File: config.mk
export PLATFORM = sky130hd
export DESIGN_NAME = on_taraf_tampon
export DESIGN_NICKNAME = d
export VERILOG_FILES = /design/src/rtl/on_taraf_tampon.sv
export SDC_FILE = /design/constraint.sdc
export NUM_CORES = 1
export LEC_CHECK = 0
export CAP_MARGIN = 20
export CORE_ASPECT_RATIO = 1.2
export CORE_MARGIN = 2
export CORE_UTILIZATION = 54
export DETAILED_ROUTE_END_ITERATION = 10
export HOLD_SLACK_MARGIN = 0.02
export PLACE_DENSITY = 0.8
export SETUP_SLACK_MARGIN = 0.05
export SYNTH_ARGS = -nofsm -noshare
export SYNTH_HDL_FRONTEND = slang
export SYNTH_SLANG_ARGS = --single-unit
File: constraint.sdc
create_clock -name clk_g -period 3.07 [get_ports clk_g]
set_input_delay 0.307 -clock clk_g [delete_from_list [all_inputs] [get_ports clk_g]]
set_output_delay 0.307 -clock clk_g [all_outputs]
set_load 0.01 [all_outputs]
File: src/rtl/on_taraf_tampon.sv
// rtl/on_taraf_tampon.sv - credit-based prefetch FIFO fetch front end feeding GC.
// Optional ON_TARAF_SAYAC_EN adds redirect and empty-cycle counters.
module on_taraf_tampon #(
    parameter int                     ADRES_BIT        = 32,
    parameter int                     BUYRUK_BIT       = 32,
    parameter int                     DERINLIK         = 4,
    parameter logic [ADRES_BIT-1:0]   BASLANGIC_ADRESI = 32'h4000_0000,
    parameter logic [ADRES_BIT-1:0]   BASBEL_TABAN_ADR = 32'h4000_0000,
    parameter logic [ADRES_BIT-1:0]   BB_TABAN_ADR     = 32'h4000_1000
) (
    input  logic                          clk_g,
    input  logic                          rst_n_g,
    input  logic                          gc_hazir_g,
    output logic                          bb_buy_gecerli_c,
    output logic [BUYRUK_BIT-1:0]         bb_buy_c,
    output logic [ADRES_BIT-1:0]          bb_buy_ps_c,
    input  logic                          bb_buy_istek_g,
    input  logic [ADRES_BIT-1:0]          bb_buy_istek_adres_g,
    output logic [ADRES_BIT-1:0]          bb_addra_c,
    output logic                          bb_ena_c,
    input  logic [BUYRUK_BIT-1:0]         bb_douta_g,
    output logic [ADRES_BIT-1:0]          basbel_addra_c,
    output logic                          basbel_ena_c,
    input  logic [BUYRUK_BIT-1:0]         basbel_douta_g,
    output logic [$clog2(DERINLIK):0]     tampon_doluluk_c
`ifdef ON_TARAF_SAYAC_EN
    ,
    output logic [31:0]                   yonlendirme_sayisi_c,
    output logic [31:0]                   bos_bekleme_sayisi_c
`endif
);

    localparam int PW = $clog2(DERINLIK);
    localparam int CW = PW + 1;
    localparam logic [CW:0] KAPASITE = (CW+1)'(DERINLIK);

    logic [ADRES_BIT-1:0]  getir_ps_q, getir_ps_d;
    logic                  ucusta_q, ucusta_d;
    logic [ADRES_BIT-1:0]  istek_ps_q, istek_ps_d;
    logic                  istek_basbel_q, istek_basbel_d;
    logic [PW-1:0]         yaz_ptr_q, yaz_ptr_d;
    logic [PW-1:0]         oku_ptr_q, oku_ptr_d;
    logic [CW-1:0]         doluluk_q, doluluk_d;
    logic [BUYRUK_BIT-1:0] buy_mem_q [DERINLIK];
    logic [BUYRUK_BIT-1:0] buy_mem_d [DERINLIK];
    logic [ADRES_BIT-1:0]  ps_mem_q  [DERINLIK];
    logic [ADRES_BIT-1:0]  ps_mem_d  [DERINLIK];

    logic                  gecerli;
    logic                  kaynak_basbel;
    logic                  kredi_var;
    logic                  cek;
    logic                  yaz;
    logic                  oku;
    logic [BUYRUK_BIT-1:0] gelen_buy;

    always_comb begin
        getir_ps_d     = getir_ps_q;
        ucusta_d       = 1'b0;
        istek_ps_d     = istek_ps_q;
        istek_basbel_d = istek_basbel_q;
        yaz_ptr_d      = yaz_ptr_q;
        oku_ptr_d      = oku_ptr_q;
        doluluk_d      = doluluk_q;
        buy_mem_d      = buy_mem_q;
        ps_mem_d       = ps_mem_q;

        gecerli       = (doluluk_q != '0);
        kaynak_basbel = (getir_ps_q < BB_TABAN_ADR);
        // Credits: registered occupancy plus the outstanding read must leave room.
        kredi_var     = ({1'b0, doluluk_q} + {{CW{1'b0}}, ucusta_q}) < KAPASITE;
        cek           = rst_n_g && !bb_buy_istek_g && kredi_var;
        yaz           = ucusta_q && !bb_buy_istek_g;
        oku           = gecerli && gc_hazir_g && !bb_buy_istek_g;
        gelen_buy     = istek_basbel_q ? basbel_douta_g : bb_douta_g;

        if (bb_buy_istek_g) begin
            getir_ps_d = bb_buy_istek_adres_g & ~ADRES_BIT'(3);
            yaz_ptr_d  = '0;
            oku_ptr_d  = '0;
            doluluk_d  = '0;
        end else begin
            if (cek) begin
                getir_ps_d     = getir_ps_q + ADRES_BIT'(4);
                ucusta_d       = 1'b1;
                istek_ps_d     = getir_ps_q;
                istek_basbel_d = kaynak_basbel;
            end
            if (yaz) begin
                buy_mem_d[yaz_ptr_q] = gelen_buy;
                ps_mem_d[yaz_ptr_q]  = istek_ps_q;
                yaz_ptr_d            = yaz_ptr_q + PW'(1);
            end
            if (oku) begin
                oku_ptr_d = oku_ptr_q + PW'(1);
            end
            case ({yaz, oku})
                2'b10:   doluluk_d = doluluk_q + CW'(1);
                2'b01:   doluluk_d = doluluk_q - CW'(1);
                default: doluluk_d = doluluk_q;
            endcase
        end
    end

    always_ff @(posedge clk_g or negedge rst_n_g) begin
        if (!rst_n_g) begin
            getir_ps_q     <= BASLANGIC_ADRESI;
            ucusta_q       <= 1'b0;
            istek_ps_q     <= '0;
            istek_basbel_q <= 1'b0;
            yaz_ptr_q      <= '0;
            oku_ptr_q      <= '0;
            doluluk_q      <= '0;
            buy_mem_q      <= '{default: '0};
            ps_mem_q       <= '{default: '0};
        end else begin
            getir_ps_q     <= getir_ps_d;
            ucusta_q       <= ucusta_d;
            istek_ps_q     <= istek_ps_d;
            istek_basbel_q <= istek_basbel_d;
            yaz_ptr_q      <= yaz_ptr_d;
            oku_ptr_q      <= oku_ptr_d;
            doluluk_q      <= doluluk_d;
            buy_mem_q      <= buy_mem_d;
            ps_mem_q       <= ps_mem_d;
        end
    end

    assign bb_buy_gecerli_c = gecerli;
    assign bb_buy_c         = buy_mem_q[oku_ptr_q];
    assign bb_buy_ps_c      = ps_mem_q[oku_ptr_q];
    assign bb_ena_c         = cek && !kaynak_basbel;
    assign basbel_ena_c     = cek && kaynak_basbel;
    assign bb_addra_c       = getir_ps_q - BB_TABAN_ADR;
    assign basbel_addra_c   = getir_ps_q - BASBEL_TABAN_ADR;
    assign tampon_doluluk_c = doluluk_q;

`ifdef ON_TARAF_SAYAC_EN
    logic [31:0] yonlendirme_sayisi_q, yonlendirme_sayisi_d;
    logic [31:0] bos_bekleme_sayisi_q, bos_bekleme_sayisi_d;

    always_comb begin
        yonlendirme_sayisi_d = yonlendirme_sayisi_q;
        bos_bekleme_sayisi_d = bos_bekleme_sayisi_q;
        if (bb_buy_istek_g && (yonlendirme_sayisi_q != 32'hFFFF_FFFF)) begin
            yonlendirme_sayisi_d = yonlendirme_sayisi_q + 32'd1;
        end
        if (!gecerli && (bos_bekleme_sayisi_q != 32'hFFFF_FFFF)) begin
            bos_bekleme_sayisi_d = bos_bekleme_sayisi_q + 32'd1;
        end
    end

    always_ff @(posedge clk_g or negedge rst_n_g) begin
        if (!rst_n_g) begin
            yonlendirme_sayisi_q <= '0;
            bos_bekleme_sayisi_q <= '0;
        end else begin
            yonlendirme_sayisi_q <= yonlendirme_sayisi_d;
            bos_bekleme_sayisi_q <= bos_bekleme_sayisi_d;
        end
    end

    assign yonlendirme_sayisi_c = yonlendirme_sayisi_q;
    assign bos_bekleme_sayisi_c = bos_bekleme_sayisi_q;
`endif

endmodule

==> impl_summary.log <==
[metrics] Final setup violation count: 0
[metrics] routability congestion estimate: 0.8922
[metrics] leading register cell type out of synthesis: dfrtp_1
[metrics] first-pass GRT wire length: 57.16 mm
[metrics] Cell Pwr Density: 852.7 nW/µm²
[metrics] clock skew: 13.18 ps
[metrics] Crit Reg-Reg Startpoint: ucusta_q
[metrics] root buf cell: clkbuf_16
[metrics] result of the run: finished clean
[metrics] Core Rows: 66
[metrics] Overflow after GRT: 0
[metrics] number of warnings issued by yosys: 0
[metrics] Core Area: 27000 µm²
[metrics] Design Power: 15700 µW
[metrics] required time at the worst-slack endpoint: 2760 ps
[metrics] average wire per standard cell: 19.83 µm
[metrics] Critical Setup Path Class: flip-flop to output pin
[metrics] number of flops mapped to enable cells by yosys: 0
[metrics] Top-Level Pins: 234
[metrics] clk buf depth: 3
[metrics] sort of element at the start of the critical path: flip-flop
[metrics] via count: 10490
[metrics] worst setup path startpoint: getir_ps_q[13]
[metrics] via/cell ratio: 5.813
[metrics] slew at the pin with the worst max-slew slack: 1016 ps
[metrics] overall die area: 28710 µm²
[metrics] Pre-antenna DRT Iters: 5
[metrics] final layout net count: 1551
[metrics] type of the most critical hold path: primary input to async pin
[metrics] CTS tree: done
[metrics] largest net degree at the start of global routing: 190
[metrics] count of unresolved DRC violations after routing: 0
[metrics] Achievable Freq: 340.4 MHz
[metrics] via count of the first global-routing pass: 10650
[metrics] Clock H-tree levels: 1
[metrics] fin. max-slew vios: 0
[metrics] worst endpoint data arrival time: 2630 ps
[metrics] average cell area after synthesis: 11.74 µm²
[metrics] unrepaired setup endpoints after global routing: true
[metrics] starting DRC count in detailed routing: 725
[metrics] initial standard-cell utilization of the core: 0.5472
[metrics] Critical Path End Type: output pin
[metrics] Non-Filler Instances: 1805
[metrics] destination of the critical timing path: bb_addra_c[30]
[metrics] Relative slew margins: 0.3224
[metrics] share of flip-flops with an asynchronous set or reset after synthesis: 1.000
[metrics] total leakage power: 0.008345 µW
[metrics] number of antenna violations at the first check in global routing: 0
[metrics] Port Buffer Count: 225
[metrics] count of inserted antenna diode cells: 0
[metrics] number of distinct library cells after synthesis: 52
[metrics] global-route usage over all layers: 0.2496
[metrics] fraction of final layout cells with drive strength greater than 1: 0.2232
[metrics] total of max-cap violations: 0
[metrics] placed instance count: 1736
[metrics] final routed wirelength across all metal layers: 35.79 mm
[metrics] height of the chip: 185.2 µm
[metrics] Worst R2R Path Depth: 7
[metrics] antenna viol nets, final: 0
[metrics] clock-pin slew of the registers on the worst-case setup and hold paths: 70 ps
[metrics] sequential area share after synthesis: 0.5369
[metrics] flip-flop and latch count after synthesis: 317
[metrics] worst-path fanout max: 3
[metrics] number of hold violations in the final report: 0
[metrics] register-to-register path setup slack: 600 ps
[metrics] maximum resistive drop on vdd: 0.0004193 V
[metrics] Die Width: 155.0 µm
[metrics] placed wire-length estimate: 23.02 mm
[metrics] final critical delay including setup and external delays: 2938 ps
[metrics] share of the cycle needed by the critical path after routing: 0.9569
[metrics] worst r2r dst: getir_ps_q[12]
[metrics] clock network latency to the later pin of the worst-skew pair: 550 ps
[metrics] area growth from synthesis to layout: 24.62%
[metrics] Cell Area, Synth: 14780 µm²
[metrics] Clock Sinks: 317
[metrics] instance count of the mapped netlist: 1259
[metrics] clock buffer count from CTS: 30
==> synthesized netlist by cell type, types with 8 or more instances <==
library cell / count / area, µm²
buf_2: 17 / 85.08
o211ai_1: 12 / 90.09
ha_1: 8 / 100.1
o21ai_0: 148 / 740.7
nand3_1: 25 / 125.1
nor2_1: 24 / 90.09
clkbuf_1: 62 / 232.7
xnor2_1: 10 / 87.58
mux2i_1: 35 / 350.3
xor2_1: 15 / 131.4
mux4_2: 62 / 1396
o311ai_0: 10 / 87.58
mux2_2: 120 / 1351
nand2_1: 253 / 949.7
dfrtp_1: 316 / 7908
buf_4: 45 / 337.8
inv_1: 11 / 41.29
buf_1: 8 / 30.03
nand4_1: 9 / 56.30
==> power breakdown <==
| part | switching (µW) | total, µW | internal (µW) |
|---|---|---|---|
| Combinational | 2410 | 5580 | 3170 |
| Clock | 1570 | 3790 | 2220 |
| Sequential | 953 | 6330 | 5380 |
==> through the flow <==
stage          worst slack [ps]  TNS, ps  hold slack, ps  utilization  area, µm²
2_1_floorplan             727.0        0           11.41            -      14800
3_3_place_gp              157.3        0           115.2       0.6383      17240
3_5_place_dp              86.90        0           117.6       0.6383      17240
4_1_cts                  -4.461   -7.812           143.1       0.6805      18380
5_1_grt                   26.57        0           156.6       0.6820      18420
6_report                  132.3        0           143.8       0.6820      18420
==> how the worst min path moves through the flow <==
stage / endpoint / slack [ps] / start
global placement: buy_mem_q[68] / 120 / rst_n_g
global route: buy_mem_q[36] / 160 / rst_n_g
CTS: buy_mem_q[36] / 140 / rst_n_g
floorplan: buy_mem_q[0] / 10 / rst_n_g
finish: buy_mem_q[35] / 140 / rst_n_g
detailed placement: buy_mem_q[68] / 120 / rst_n_g
==> critical path, cell delays in order (launching register included) <==
cell           delay, ps
dfrtp_1              410
inv_2                 80
ha_2                 180
nor3b_4              230
nand3b_1             210
or3_4                470
xnor2_1              200
dlygate4sd2_1        310
==> cells by family (layout without fill, tap and decap cells) <==
family                   count (synthesis)  after routing  synth area share
AND/OR/NAND/NOR                        346            346            0.1024
AO/OA/AOI/OAI                          197            197           0.07604
buffers and inverters                  146            347           0.05106
adder cells (fa/ha/maj)                  9              9          0.008129
other                                    1              6         0.0002538
XOR/XNOR                                25             25           0.01482
flip-flops                             317            317            0.5369
multiplexers                           218            218            0.2104
==> metal layers <==
| layer | share of wire | GRT usage |
|---|---|---|
| met5 | 0 | 0 |
| met4 | 0.024 | 0.06481 |
| met3 | 0.063 | 0.04165 |
| met2 | 0.50 | 0.4286 |
| met1 | 0.41 | 0.3333 |
==> registers in the layout, indices dropped and copies added, names as in the netlist <==
signal,count
istek_ps_q,30
tampon_doluluk_c,3
ps_mem_q,120
oku_ptr_q,2
istek_basbel_q,1
getir_ps_q,30
ucusta_q,1
buy_mem_q,128
yaz_ptr_q,2
==> final cells by class <==
cell class              count  area (µm²)
clock buffers              44       914.6
clock inverters            11       110.1
fillers                  1933        8588
inverters                  11       41.29
multi-input cells         801        6190
flip-flops and latches    317        7944
well taps                 340       425.4
repair buffers            281        2790
==> layout by cell type, fill, tap and decap left out, types with 12 or more instances in the layout <==
cell,count
o211ai_1,12
mux2i_1,35
nand3_1,24
nand2_1,249
buf_4,43
xor2_1,15
dfrtp_1,312
mux4_2,62
nor2_1,22
clkbuf_16,31
clkdlybuf4s50_1,210
o21ai_0,148
mux2_2,120
==> timing repair <==
action	4_1_cts	5_1_grt
hold buffers	1	0
hold endpoints to repair	44	0
setup buffers	10	2
endpoints found under the setup margin	13	9
gates resized for setup	39	7
pin swaps	5	4
Note: power is estimated with default switching activity, not from simulation.
==> patch (config.mk and constraints unchanged) <==
Register the inputs `gc_hazir_g`, `bb_buy_istek_adres_g`, `bb_douta_g` and `basbel_douta_g` before use, cleared by the reset. The logic sees them one clock later. The other inputs are not delayed to match.
--- a/src/rtl/on_taraf_tampon.sv
+++ b/src/rtl/on_taraf_tampon.sv
@@ -33,6 +33,25 @@
     localparam int PW = $clog2(DERINLIK);
     localparam int CW = PW + 1;
     localparam logic [CW:0] KAPASITE = (CW+1)'(DERINLIK);
+
+    logic gc_hazir_g_q;
+    logic [ADRES_BIT-1:0] bb_buy_istek_adres_g_q;
+    logic [BUYRUK_BIT-1:0] bb_douta_g_q;
+    logic [BUYRUK_BIT-1:0] basbel_douta_g_q;
+
+    always_ff @(posedge clk_g or negedge rst_n_g) begin
+        if (!rst_n_g) begin
+            gc_hazir_g_q           <= '0;
+            bb_buy_istek_adres_g_q <= '0;
+            bb_douta_g_q           <= '0;
+            basbel_douta_g_q       <= '0;
+        end else begin
+            gc_hazir_g_q           <= gc_hazir_g;
+            bb_buy_istek_adres_g_q <= bb_buy_istek_adres_g;
+            bb_douta_g_q           <= bb_douta_g;
+            basbel_douta_g_q       <= basbel_douta_g;
+        end
+    end
 
     logic [ADRES_BIT-1:0]  getir_ps_q, getir_ps_d;
     logic                  ucusta_q, ucusta_d;
@@ -71,11 +90,11 @@
         kredi_var     = ({1'b0, doluluk_q} + {{CW{1'b0}}, ucusta_q}) < KAPASITE;
         cek           = rst_n_g && !bb_buy_istek_g && kredi_var;
         yaz           = ucusta_q && !bb_buy_istek_g;
-        oku           = gecerli && gc_hazir_g && !bb_buy_istek_g;
-        gelen_buy     = istek_basbel_q ? basbel_douta_g : bb_douta_g;
+        oku           = gecerli && gc_hazir_g_q && !bb_buy_istek_g;
+        gelen_buy     = istek_basbel_q ? basbel_douta_g_q : bb_douta_g_q;
 
         if (bb_buy_istek_g) begin
-            getir_ps_d = bb_buy_istek_adres_g & ~ADRES_BIT'(3);
+            getir_ps_d = bb_buy_istek_adres_g_q & ~ADRES_BIT'(3);
             yaz_ptr_d  = '0;
             oku_ptr_d  = '0;
             doluluk_d  = '0;
Behaviour: not the same (a bounded check fails within 4 cycles, from zero or initial values and one cycle with rst_n_g low).
==> patch against the original RTL <==
Wire length is 11% higher; the flow now finishes with violations (negative setup slack); design area is 16% higher; cell count is 11% higher; die area is 15% higher; synthesized cell count is 7.9% higher; register-to-register slack worse by 0.43 ns; critical path depth is 1 higher; highest routed layer unchanged; worst setup slack worse by 0.17 ns; synthesized area is 16% higher; clock power is 35% higher; non-clock buffer count is 9 higher; sequential cell count is 95 higher; sequential power is 20% higher; power is 18% higher.
==> patch: results (changes against the original RTL) <==
[final_layout]
fin_cells=1995  ; +11%
inverters=10  ; -1
clock_area_share_pct=6.52  ; +0.96 points
fill_cells=2134  ; +10%
num-multi-input-gates=809  ; +1.0%
sh_seq_area_pct=48.4  ; +5.3 points
seq_cells=412  ; +30%
multi_input_area_share_pct=29.2  ; -4.4 points
post-route-cell-area_sq_um=21300  ; +16%
num-nonclk-buffers=290  ; +3.2%
nNetsFinal=1673  ; +7.9%

[power_and_ir_drop]
seqPwrFrac_pct=41.1  ; +0.8 points
net-switching-power_mw=5.50  ; +12%
p_leak_nw=9.64  ; +16%
vdd_ir_drop_max_mv=0.585  ; +40%
powerComb_mw=5.74  ; +3%

[sta]
fin_hold_ws_ns=0.165  ; +0.0210 ns
final-setup-viol-count=1  ; +1
worst_slack_ns=-0.0333  ; -0.166 ns
slew-limit-headroom_pct=35.2  ; +3.0 points
fin_skew_ns=0.0150  ; +0.00180 ns

[synth]
netlist_top_cells_count=411 x dfrtp_1, 255 x nand2_1, 149 x o21ai_0, 120 x mux2_2, 74 x clkbuf_1
syn_avg_cell_area_sq_um=12.6  ; +7.3%
yosysUniqueCellTypes=50  ; -3.8%
synthTopCellsByArea=dfrtp_1 60%, mux4_2 8.2%, mux2_2 7.9%
syn_inst=1359  ; +7.9%

[global_route]
globalRouteMet2Util_pct=41.6  ; -1.3 points
grt_pass1_wl_um=64500  ; +13%
grt_use_total_pct=24.5  ; -0.43 points
grt_max_degree=178  ; -6.3%
grt_use_met1_pct=31.6  ; -1.7 points

[detailed_routing]
initialDrtViolationCount=825  ; +14%
dr_wl_met2_um=19600  ; +9.5%
routed-wl-met3_um=2900  ; +28%
wl_met1_um=16100  ; +9.5%
wl_per_cell_um=19.9  ; +0.17%

[setup_path]
r2r_slack_ns=0.17  ; -0.43 ns
r2r_end=istek_basbel_q
reg2reg_depth=15  ; +8
critPathArrivalTime_ns=2.80  ; +0.17 ns

[placed_design]
dpl_worst_slack_ns=0.0189  ; -0.0680 ns
place.gp.congestion=0.881  ; -1.2%
dp_cells=1906  ; +9.8%
dpl_cell_area_sq_um=19700  ; +14%

[clock_tree]
cts_buffers=41  ; +37%
cts.htree.levels=2  ; +1

[min_path]
hold_class=input port to flip-flop

[run_status]
status=complete, but fails checks
violations=negative setup slack

==> patch: cell count changes in the layout (fill, tap and decap cells not counted), sizes merged, moves of 4 or more <==
cell and change:
nand3 -11, buf +14, nor2 +4, clkbuf +13
nor2b +4, dfrtp +95, or4 +5, xor2 -4
nand4 +6
==> patch: kinds of logic after synthesis <==
logic type	after synthesis	synth area share, %
flip-flops	412	60.3
AND/OR/NAND/NOR	358	9.01
multiplexers	219	18.2
AO/OA/AOI/OAI	194	6.41
buffers and inverters	143	4.20
XOR/XNOR	23	1.18
adder cells (fa/ha/maj)	9	0.702
other	1	0.0219
==> patch: worst max path at each step <==
stage | startpoint | end | slack (ns) | depth (start not counted)
after CTS | getir_ps_q[16] | basbel_ena_c | -0.02 | 5
after global routing | getir_ps_q[13] | bb_addra_c[30] | -0.12 | 8
final | getir_ps_q[13] | bb_addra_c[30] | -0.03 | 8
after global placement | getir_ps_q[12] | bb_addra_c[31] | 0.09 | 7
after detailed placement | getir_ps_q[13] | basbel_ena_c | 0.02 | 7
after floorplan | getir_ps_q[12] | basbel_ena_c | 0.44 | 6
==> patch: stage by stage <==
stage                     TNS (ns)  total power [mW]
after floorplan                  0              10.7
after global placement           0              13.2
after detailed placement         0              13.4
after CTS                  -0.0709              18.6
after global routing        -0.296              19.4
final                      -0.0333              18.5
==> patch: worst max-delay path, cell delays in order, from the launching register on <==
cell and delay (ns):
dfrtp_1 0.40, inv_1 0.10, ha_2 0.19, nor3b_4 0.22, or4b_4 0.50, or3_4 0.39, buf_6 0.15, xnor2_2 0.13
buf_2 0.17
==> patch: what timing repair did <==
item / CTS / global route
buffers inserted: 11 / 3
endpoints found under the setup margin: 13 / 11
pin swaps: 6 / 5
hold buffers: 2 / 0
gates resized for setup: 60 / 11
endpoints found under the hold margin: 34 / 0
